$ cat src/rtl/mux8_scan_ctrl_pkg.sv
// Shared definitions for the 8:1 mux scan controller.
// Optional feature macro: MUX8_PARITY_EN (adds the PAR state and parity bit).
package mux8_scan_ctrl_pkg;

  localparam int unsigned SCAN_LEN = 8;
  localparam int unsigned SEL_W    = 3;

  typedef logic [SEL_W-1:0] sel_t;

`ifdef MUX8_PARITY_EN
  typedef enum logic [1:0] {
    IDLE = 2'd0,
    SCAN = 2'd1,
    PAR  = 2'd2,
    DONE = 2'd3
  } state_t;
`else
  typedef enum logic [1:0] {
    IDLE = 2'd0,
    SCAN = 2'd1,
    DONE = 2'd3
  } state_t;
`endif

  // Index scanned first in a word.
  function automatic sel_t first_sel(input bit msb_first);
    return msb_first ? sel_t'(SCAN_LEN - 1) : sel_t'(0);
  endfunction

  // Index scanned last in a word.
  function automatic sel_t last_sel(input bit msb_first);
    return msb_first ? sel_t'(0) : sel_t'(SCAN_LEN - 1);
  endfunction

endpackage

$ cat src/rtl/mux8_scan_ctrl_sel_counter3.sv
// 3-bit select counter: sync reset value, sync load, enable, up/down.
module sel_counter3
  import mux8_scan_ctrl_pkg::*;
#(
  parameter sel_t RST_VAL = '0
) (
  input  logic clk,
  input  logic rst_n,
  input  logic en,
  input  logic up,
  input  logic ld,
  input  sel_t ld_val,
  output sel_t q
);

  // Load has priority over counting.
  always_ff @(posedge clk) begin
    if (!rst_n) begin
      q <= RST_VAL;
    end else if (ld) begin
      q <= ld_val;
    end else if (en) begin
      q <= up ? q + sel_t'(1) : q - sel_t'(1);
    end
  end

endmodule

$ cat src/rtl/mux8_scan_ctrl.sv
// Serialises an 8-bit word through an external 8:1 mux by stepping its select.
// Optional feature macro: MUX8_PARITY_EN (appends an even-parity bit per word).
module mux8_scan_ctrl
  import mux8_scan_ctrl_pkg::*;
#(
  parameter bit         MSB_FIRST = 1'b0,
  parameter logic [2:0] IDLE_SEL  = 3'b000
) (
  input  logic                clk,
  input  logic                rst_n,
  input  logic                load,
  input  logic [SCAN_LEN-1:0] din,
  input  logic                hold,
  input  logic                mux_o,
  output logic                a,
  output logic                b,
  output logic                c,
  output logic                d,
  output logic                e,
  output logic                f,
  output logic                g,
  output logic                h,
  output logic                s1,
  output logic                s2,
  output logic                s3,
  output logic                ready,
  output logic                sout,
  output logic                sout_valid,
  output logic                done
);

  state_t              state, next_state;
  logic [SCAN_LEN-1:0] data_q, data_d;
  sel_t                sel;
  sel_t                cnt_ld_val;
  logic                cnt_en, cnt_ld;
  logic                sout_d, sout_valid_d, done_d, ready_d;
  logic                last;

  assign last = (sel == last_sel(MSB_FIRST));

  assign {h, g, f, e, d, c, b, a} = data_q;
  assign {s1, s2, s3}             = sel;

  sel_counter3 #(
    .RST_VAL (sel_t'(IDLE_SEL))
  ) u_sel (
    .clk    (clk),
    .rst_n  (rst_n),
    .en     (cnt_en),
    .up     (!MSB_FIRST),
    .ld     (cnt_ld),
    .ld_val (cnt_ld_val),
    .q      (sel)
  );

  // State register.
  always_ff @(posedge clk) begin
    if (!rst_n) state <= IDLE;
    else        state <= next_state;
  end

  // Next-state logic; hold freezes SCAN/PAR, the counter never wraps inside a word.
  always_comb begin
    next_state = state;
    case (state)
      IDLE: if (load) next_state = SCAN;
`ifdef MUX8_PARITY_EN
      SCAN: if (!hold && last) next_state = PAR;
      PAR:  if (!hold) next_state = DONE;
`else
      SCAN: if (!hold && last) next_state = DONE;
`endif
      DONE:    next_state = IDLE;
      default: next_state = IDLE;
    endcase
  end

  // Output / datapath control for the next cycle.
  always_comb begin
    data_d       = data_q;
    cnt_en       = 1'b0;
    cnt_ld       = 1'b0;
    cnt_ld_val   = sel_t'(IDLE_SEL);
    sout_d       = sout;
    sout_valid_d = 1'b0;
    done_d       = 1'b0;
    ready_d      = (next_state == IDLE);
    case (state)
      IDLE: begin
        if (load) begin
          data_d     = din;
          cnt_ld     = 1'b1;
          cnt_ld_val = first_sel(MSB_FIRST);
        end
      end
      SCAN: begin
        if (!hold) begin
          sout_d       = mux_o;
          sout_valid_d = 1'b1;
          cnt_en       = !last;
        end
      end
`ifdef MUX8_PARITY_EN
      PAR: begin
        if (!hold) begin
          sout_d       = ^data_q;
          sout_valid_d = 1'b1;
        end
      end
`endif
      DONE: begin
        done_d     = 1'b1;
        cnt_ld     = 1'b1;
        cnt_ld_val = sel_t'(IDLE_SEL);
      end
      default: ;
    endcase
  end

  // Registered outputs and latched word.
  always_ff @(posedge clk) begin
    if (!rst_n) begin
      data_q     <= '0;
      sout       <= 1'b0;
      sout_valid <= 1'b0;
      done       <= 1'b0;
      ready      <= 1'b1;
    end else begin
      data_q     <= data_d;
      sout       <= sout_d;
      sout_valid <= sout_valid_d;
      done       <= done_d;
      ready      <= ready_d;
    end
  end

endmodule

$ cat config.mk
export PLATFORM = sky130hd
export DESIGN_NAME = mux8_scan_ctrl
export DESIGN_NICKNAME = d
export VERILOG_FILES = /design/src/rtl/mux8_scan_ctrl_pkg.sv /design/src/rtl/mux8_scan_ctrl_sel_counter3.sv /design/src/rtl/mux8_scan_ctrl.sv
export SDC_FILE = /design/constraint.sdc
export NUM_CORES = 1
export LEC_CHECK = 0
export ABC_AREA = 1
export ABC_CLOCK_PERIOD_IN_PS = 1500
export CORE_MARGIN = 1.5
export CORE_UTILIZATION = 42
export DETAILED_ROUTE_END_ITERATION = 16
export PLACE_DENSITY_LB_ADDON = 0.3
export SLEW_MARGIN = 20
export SYNTH_ARGS = -nofsm -noshare
export SYNTH_HDL_FRONTEND = slang
export SYNTH_SLANG_ARGS = --single-unit
$ cat constraint.sdc
create_clock -name clk -period 1.5 [get_ports clk]
set_input_delay 0.45 -clock clk [delete_from_list [all_inputs] [get_ports clk]]
set_output_delay 0.45 -clock clk [all_outputs]
set_load 0.02 [all_outputs]
Word-level counts from Yosys, hierarchy flattened
Index checks and enable logic that the tools add are counted.
- input bits: 13
- word-level logic and storage cells: 31
- register bits after elaboration: 17
- output and inout port bits: 15
- mux-type cells: 9
- reductions and logical operators: 9
- add/sub/neg operators: 1
- eq/ne operators: 3
- bitwise gates (word level): 2
- operators with widths (kind ; count):
    2-bit AND reduction ; 3
    1-bit 2-to-1 mux ; 5
    2-bit zero test ; 2
    2-bit 2-to-1 mux ; 2
    2-bit case mux with 2 select lines ; 1
    3-bit by 1-bit adder with 3-bit output, second input constant ; 1
    3-bit equality test, second input constant ; 1
    2-bit by 1-bit equality test with 1-bit output, second input constant ; 1
    2-bit equality test, second input constant ; 1
    1-bit zero test ; 2
    1-bit inverter ; 2
    1-bit case mux with 2 select lines ; 1
    2-bit OR reduction ; 1
    1-bit logical AND ; 1

Logic depth before layout (Yosys ltp)
Gate-level depths: netlist of the first run.
- word-level depth: 5
- gate-level depth with buffers: 8
- gate-level depth less buffers: 7

Modules after synthesis
Synthesis of the first run repeated with hierarchy kept, for this count alone.
- cell total of the unflattened synthesis: 108
- area, all modules: 788.3 um2
- by module, submodules not included (module ; sequential area each (um2) ; cells an instance ; instances ; area each (um2)):
    mux8_scan_ctrl ; 280.3 ; 77 ; 1 ; 591.8
    sel_counter3 ; 60.1 ; 31 ; 1 ; 196.4

Worst setup path after synthesis of the first run
No wires, ideal clock.
- kind: register to register
- start point: register u_sel.q[1]
- end point: register u_sel.q[0]
- stages on the path, launching flop included: 7
- slack: 0.206 ns
- period minus slack after synthesis: 1.294 ns
- path buffers: 0
- setup time: 0.116 ns
- arrival: 1.178 ns
- data required time: 1.384 ns
- cell sequence: dfxtp_1 ha_1 ha_1 nor2_1 nand2_1 nand2_1 a21oi_1
- word-level cells in the longest chain between the ends: 4
- RTL lines (item ; RTL line ; source):
    from (decl) ; mux8_scan_ctrl_sel_counter3.sv:13 ; output sel_t q
    from (signal assigned) ; mux8_scan_ctrl_sel_counter3.sv:21 ; q <= ld_val;
    from (signal assigned) ; mux8_scan_ctrl_sel_counter3.sv:23 ; q <= up ? q + sel_t'(1) : q - sel_t'(1);
    3-bit equality test ; mux8_scan_ctrl.sv:40 ; assign last = (sel == last_sel(MSB_FIRST));
    1-bit zero test ; mux8_scan_ctrl.sv:101 ; cnt_en = !last;
    1-bit 2-to-1 mux ; mux8_scan_ctrl.sv:98 ; if (!hold) begin
    1-bit 2-to-1 mux ; mux8_scan_ctrl.sv:89 ; case (state)
No other way between the ends.
A chain may end at the register's enable or synchronous reset.

Worst setup path in the final report of the first run
- start point: register u_sel.q[1]
- end point: output s2
- RTL lines (item ; RTL line ; source):
    to (decl) ; mux8_scan_ctrl.sv:24 ; output logic s2,
No word-level cell between the ends.

==> summary.txt, run 1 <==
Status
  • Run status: finished, final reports clean

Logic synthesis
  • Ys Warns: 0
  • Share of the yosys chip area belonging to registers: 0.4587
  • Cell variety after synth: 17
  • Area contributors post-synth: dfxtp_1 46%, nor2_1 12%, ha_1 10%, nand2_1 7.1%, o21ai_0 6.1%
  • Post-Syn Instances: 94
  • Synthesized area per cell: between 7 and 8 um2
  • Syn_nets: 113
  • Top cell type by total area after synthesis: dfxtp_1
  • Area of the mapped netlist: 742.0 um2
  • Yosys top cell area share: 0.4587
  • Yosys reg bits: 17

Clocking
  • Max Buffers Root-to-Sink: 2
  • Worst-Skew Late Latency: 0.29 ns
  • TritonCTS buffer count: 3
  • Hold_buf cts: 0
  • Root buf cell: clkbuf_4
  • Clk pin slew, worst setup/hold paths: 0.10 ns
  • Clk sinks: 17
  • H-Tree Depth: 1
  • TritonCTS clock tree: built

Timing
  • Peak Freq: 0.6880 GHz
  • Hold Slack: 0.4792 ns
  • Tightest Pin Transition: 0.2594 ns
  • Skew final: 0.008773 ns
  • Unrepaired setup endpoints after global routing: false
  • Final setup vio count: 0
  • Final-report hold violation count: 0
  • Sum Neg Setup Slack: 0 ns
  • Post-route setup slack: 0.04649 ns
  • Slew margin rel.: 0.8271
  • Max-slew violation count: 0
  • Final worst-path cycle share: 0.9690
  • Final worst path period need: 1.454 ns

Power and ir drop
  • Total power: between 1 and 1.5 mW
  • Leak Pwr: 0.5105 nW
  • Clock power frac: 0.229
  • Switching share of power: 0.3147
  • Design internal power: 719.4 uW
  • P per Cell Area: 1007 mW/mm2
  • Comb pwr share: 0.278
  • Peak supply drop: roughly 0.63 mV
  • Sw power: between 300 and 400 uW
  • Seq pwr share: 0.493

Global route
  • Gr usage total: 0.1551
  • Total grt overflow: 0
  • Vias in the first global route: 548
  • Largest net degree at the start of global routing: 12
  • First-pass GRT wire length: between 2 and 2.5 mm
  • Initial antenna violation count: 0

Detailed routing
  • Initial DRT Pass Iterations: 4
  • Vias per inst: approximately 4.6
  • Drt total wl: 1.412 mm
  • DRC: 0
  • DR WL/cell: roughly 10 um
  • Post-route ant nets: 0
  • Drt initial violations: 11
  • Via count: 659

Worst setup path
  • Crit path arrival time: 1.00 ns
  • Worst path top cell family by delay: flip-flops
  • Worst Path Required: 1.05 ns
  • Worst-path cell chain: dlygate4sd2_1
  • Crit Path Class: flip-flop to primary output
  • Worst Path Buf+Inv: 1
  • CP Max Fanout: 3
  • Crit. End Element: primary output
  • Crit-path slowest cell: dfxtp_1
  • CP peak stage delay: 0.37 ns
  • Setup crit start kind: flip-flop

Die
  • Row cnt: 15
  • IO Count: 28
  • Die width: between 40 and 50 um
  • Core area: 0.001689 mm2
  • Height of the die: 45.03 um
  • Initial core utilization: 0.4393
  • Die ar.: 0.002028 mm2

Final layout
  • Share of layout cells above drive strength 1: 0.1120
  • Ant. Diodes: 0
  • Nets: between 100 and 150
  • Fillers: 162
  • Synthesis-to-layout area growth: 40.47%

Min path
  • Worst hold path class: flip-flop to flip-flop

Placement
  • Placement Setup Slack: -0.06675 ns
  • Dpl hpwl: between 1 and 1.5 mm
  • GPL Wtd Cong: 0.7694
  • Number of port buffers: 27

Run
  • Max Cap Viol: 0
-- flip-flops by register name (all words and copies together) (netlist names) --
| register | cells |
|---|---|
| state | 2 |
| sout_valid | 1 |
| data_q | 8 |
| sout | 1 |
| u_sel.q | 3 |
| done | 1 |
| ready | 1 |
-- power groups by stage --
stage / combinational (mW) / sequential [mW] / clock (mW)
after floorplan: 0.144 / 0.575 / 0
after global placement: 0.315 / 0.528 / 0
after detailed placement: 0.319 / 0.530 / 0
after CTS: 0.295 / 0.518 / 0.251
after global routing: 0.328 / 0.522 / 0.268
final: 0.292 / 0.517 / 0.241
-- cell type report --
cell class,count,area (um2),area share
clock buffer,4,26.28,0.02521
sequential,17,340.3,0.3265
timing repair buffer,29,269.0,0.2581
multi-input combinational,64,341.6,0.3277
inverter,11,43.79,0.04202
tap,17,21.27,0.02041
-- path summary, 6_finish.rpt --
kind / depth (start not counted) / end / start / slack, ns
worst min register to register: 2 / data_q[7] / data_q[7] / 0.48
worst max register to register: 7 / u_sel.q[2] / state[0] / 0.17
worst max-delay path: 1 / s2 / u_sel.q[1] / 0.05
worst min-delay path: 2 / data_q[7] / data_q[7] / 0.48
-- per-layer routing --
metal	track usage	part of all wire	vias up
li1	-	-	354
met1	0.1870	0.46	281
met2	0.2571	0.45	20
met3	0.02800	0.074	4
met4	0.08824	0.019	0
met5	0	0	-
-- placed cells by master, fill, tap and decap left out --
cell type         n
clkdlybuf4s15_1   2
inv_4             1
nand3_1           2
o21ai_0           9
ha_1              6
dfxtp_1          17
dlygate4sd2_1    13
buf_4             2
nand3b_1          1
nand2_1          14
nor2_4            1
clkdlybuf4s50_1  12
nand2_2           2
a21oi_1           3
inv_2             2
nand3_2           2
clkbuf_1          1
nor2_2            1
clkbuf_4          3
inv_1             8
nor2_1           23
-- synth_stat cells --
| cell type | number |
|---|---|
| nand3_1 | 2 |
| a21oi_1 | 3 |
| dfxtp_1 | 17 |
| ha_1 | 6 |
| nor2_1 | 23 |
| nand3_2 | 2 |
| nor2_2 | 1 |
| inv_1 | 8 |
| nand2_2 | 2 |
| nor2_4 | 1 |
| o21ai_0 | 9 |
| nand3b_1 | 1 |
| inv_4 | 1 |
| nand2_1 | 14 |
| buf_6 | 1 |
| inv_2 | 2 |
| buf_2 | 1 |
-- worst register-to-register path, cell delays in order, from the launching register on --
cell	delay, ns
dfxtp_1	0.42
inv_1	0.07
ha_1	0.24
nand2_2	0.21
nand2_1	0.08
nand2_1	0.06
nand2_1	0.09
a21oi_1	0.13
-- timing repair --
action,CTS,global route
gates resized for setup,15,2
buffers inserted,0,0
endpoints found under the setup margin,15,2
endpoints found under the hold margin,0,0
pin swaps,0,0
-- logic make-up (layout without fill, tap and decap cells) --
logic type / count (synthesis) / after routing / share of synthesized area
AND/OR/NAND/NOR: 46 / 46 / 0.2782
AO/OA/AOI/OAI: 12 / 12 / 0.08093
adder cells (fa/ha/maj): 6 / 6 / 0.1012
flip-flops: 17 / 17 / 0.4587
buffers and inverters: 13 / 44 / 0.08095
-- stage by stage --
step | instance area [um2] | cells | util
finish | 1042 | 142 | 0.6170
global route | 1042 | 142 | 0.6170
CTS | 1040 | 142 | 0.6156
detailed placement | 1032 | 138 | 0.6111
global placement | 1032 | 138 | 0.6111
floorplan | 742.0 | 94 | -
No activity file was read; power rests on OpenSTA's default activity.
==> run 2, diff against run 1 <==
CORE_MARGIN = 4   (was 1.5)
SKIP_CTS_REPAIR_TIMING = 1   (was not set)
==> summary.txt, run 2 (synthesis gave the netlist of run 1 again) <==
Clocking
  • Clk pin slew, worst setup/hold paths: 0.09 ns (about the same)
  • Clk sinks: 17 (unchanged)
  • Root buf cell: clkbuf_4
  • Worst-Skew Late Latency: 0.29 ns (about the same)
  • Max Buffers Root-to-Sink: 2 (unchanged)
  • TritonCTS buffer count: 3 (unchanged)
  • H-Tree Depth: 1 (unchanged)
  • TritonCTS clock tree: built

Detailed routing
  • Drt initial violations: 7 (-4)
  • Via count: 684 (+3.8%)
  • Drt total wl: 1.739 mm (+23%)
  • Post-route ant nets: 0 (unchanged)
  • Vias per inst: 4.560 (-1.7%)
  • DRC: 0 (unchanged)
  • DR WL/cell: 11.59 um (+17%)
  • Initial DRT Pass Iterations: 4 (unchanged)

Placement
  • Placement Setup Slack: -0.05938 ns (+0.007364 ns)
  • Number of port buffers: 27 (unchanged)
  • GPL Wtd Cong: 0.7139 (-7.2%)
  • Placed Cells: 146 (+5.8%)
  • Dpl hpwl: 1.309 mm (+22%)
  • DP Area: 0.001049 mm2 (+1.6%)

Final layout
  • Most common cell after layout, fill and taps aside: nor2_1
  • Fin cells: 150 (+5.6%)
  • Max reg flops: 8 (unchanged)
  • Ant. Diodes: 0 (unchanged)
  • Design Area, Final: 0.001117 mm2 (+7.2%)
  • Share of layout cells above drive strength 1: 0.1190 (+0.007048)
  • Largest Register: data_q
  • Synthesis-to-layout area growth: 50.59%
  • Nets: 146 (+0.69%)
  • Most frequent cells in the layout: 23 x nor2_1, 17 x dfxtp_1, 15 x dlymetal6s2s_1
  • Largest regs: data_q x8, u_sel.q x3, state x2

Global route
  • Total grt overflow: 0 (unchanged)
  • Vias in the first global route: 683 (+25%)
  • Largest net degree at the start of global routing: 12 (unchanged)
  • Initial antenna violation count: 0 (unchanged)
  • Gr usage total: 0.1472 (-0.007834)
  • First-pass GRT wire length: 2.842 mm (+25%)

Timing
  • Final-report hold violation count: 0 (unchanged)
  • Peak Freq: 0.7245 GHz (+5.3%)
  • Slew margin rel.: 0.8328 (+0.005708)
  • Post-route setup slack: 0.1197 ns (+0.07317 ns)
  • Unrepaired setup endpoints after global routing: false
  • Final worst path period need: 1.380 ns (-0.07317 ns)
  • Sum Neg Setup Slack: 0 ns (unchanged)
  • Skew final: 0.004181 ns (-0.004591 ns)
  • Max-slew violation count: 0 (unchanged)
  • Final worst-path cycle share: 0.9202 (-0.04878)
  • Tightest Pin Transition: 0.2499 ns (-0.009486 ns)
  • Final setup vio count: 0 (unchanged)

Die
  • Core area: 0.001594 mm2 (-5.6%)
  • Die ar.: 0.002503 mm2 (+23%)
  • Initial core utilization: 0.4655 (+0.02620)
  • Row cnt: 14 (-1)
  • Die width: 50.03 um (+11%)
  • IO Count: 28 (unchanged)
  • Height of the die: 50.03 um (+11%)

Power and ir drop
  • P per Cell Area: 965.0 mW/mm2 (-4.2%)
  • Total power: 1.078 mW (+2.7%)
  • Peak supply drop: 0.7801 mV (+23%)
  • Leak Pwr: 0.7018 nW (+37%)

Worst setup path
  • Worst Path Buf+Inv: 0 (-1)
  • Crit. End Element: flip-flop
  • Crit path arrival time: 1.56 ns (+0.56 ns)
  • Crit Path Class: flip-flop to flip-flop
  • CP Max Fanout: 4 (+1)
  • Worst Path Required: 1.68 ns (+0.63 ns)
  • Worst-path cell chain: ha_1 -> ha_1 -> nor2_1 -> nand2_1 -> nand2_1 -> a21oi_1
  • Worst path top cell family by delay: simple AND/OR/NAND/NOR gates
  • Crit-path slowest cell: dfxtp_1
  • Setup crit start kind: flip-flop
  • CP peak stage delay: 0.34 ns (-0.03 ns)

Status
  • Run status: finished, final reports clean

Run
  • Max Cap Viol: 0 (unchanged)

Min path
  • Worst hold path class: flip-flop to flip-flop
-- run 2: cell types whose count changed in the layout (fill, tap and decap cells not counted), sizes merged --
cell | before | now
buf | 2 | 3
clkdlybuf4s15 | 2 | 0
dlygate4sd2 | 13 | 0
dlymetal6s2s | 0 | 15
-- run 2: per-stage QoR --
step	hold WS, ns	util
floorplan	0.5439	-
global placement	0.4629	0.6578
detailed placement	0.4731	0.6578
CTS	0.4913	0.6743
global route	0.5071	0.7009
finish	0.4818	0.7009
-- run 2: path summary, 6_finish.rpt --
| path | from | endpoint | slack (ns) | cells past startpoint |
|---|---|---|---|---|
| setup reg to reg | u_sel.q[1] | u_sel.q[1] | 0.12 | 6 |
| hold / removal | data_q[0] | data_q[0] | 0.48 | 2 |
| hold reg to reg | data_q[0] | data_q[0] | 0.48 | 2 |
| setup / recovery | u_sel.q[1] | u_sel.q[1] | 0.12 | 6 |
-- run 2: tightest hold or removal path, stage by stage, from the launching register on --
cell and delay (ns):
dfxtp_1 0.33, nor2_1 0.04, nor2_1 0.08
-- run 2: layout make-up --
class,count,area (um2)
clock buffers,4,26.28
repair buffers,30,330.3
well taps,24,30.03
multi-input cells,64,346.6
flip-flops and latches,17,340.3
inverters,11,43.79
fillers,144,476.7
-- run 2: routing by layer --
layer / global-route usage / vias up / wire length [um]
li1: - / 354 / -
met1: 0.1449 / 305 / 688
met3: 0.03313 / 4 / 107
met5: 0 / - / 0
met4: 0.06912 / 0 / 23
met2: 0.2826 / 21 / 919
-- run 2: power by group --
| part | internal [mW] | switching [mW] |
|---|---|---|
| logic | 0.143 | 0.178 |
| registers | 0.494 | 0.0242 |
| clock network | 0.103 | 0.135 |
| total | 0.741 | 0.337 |
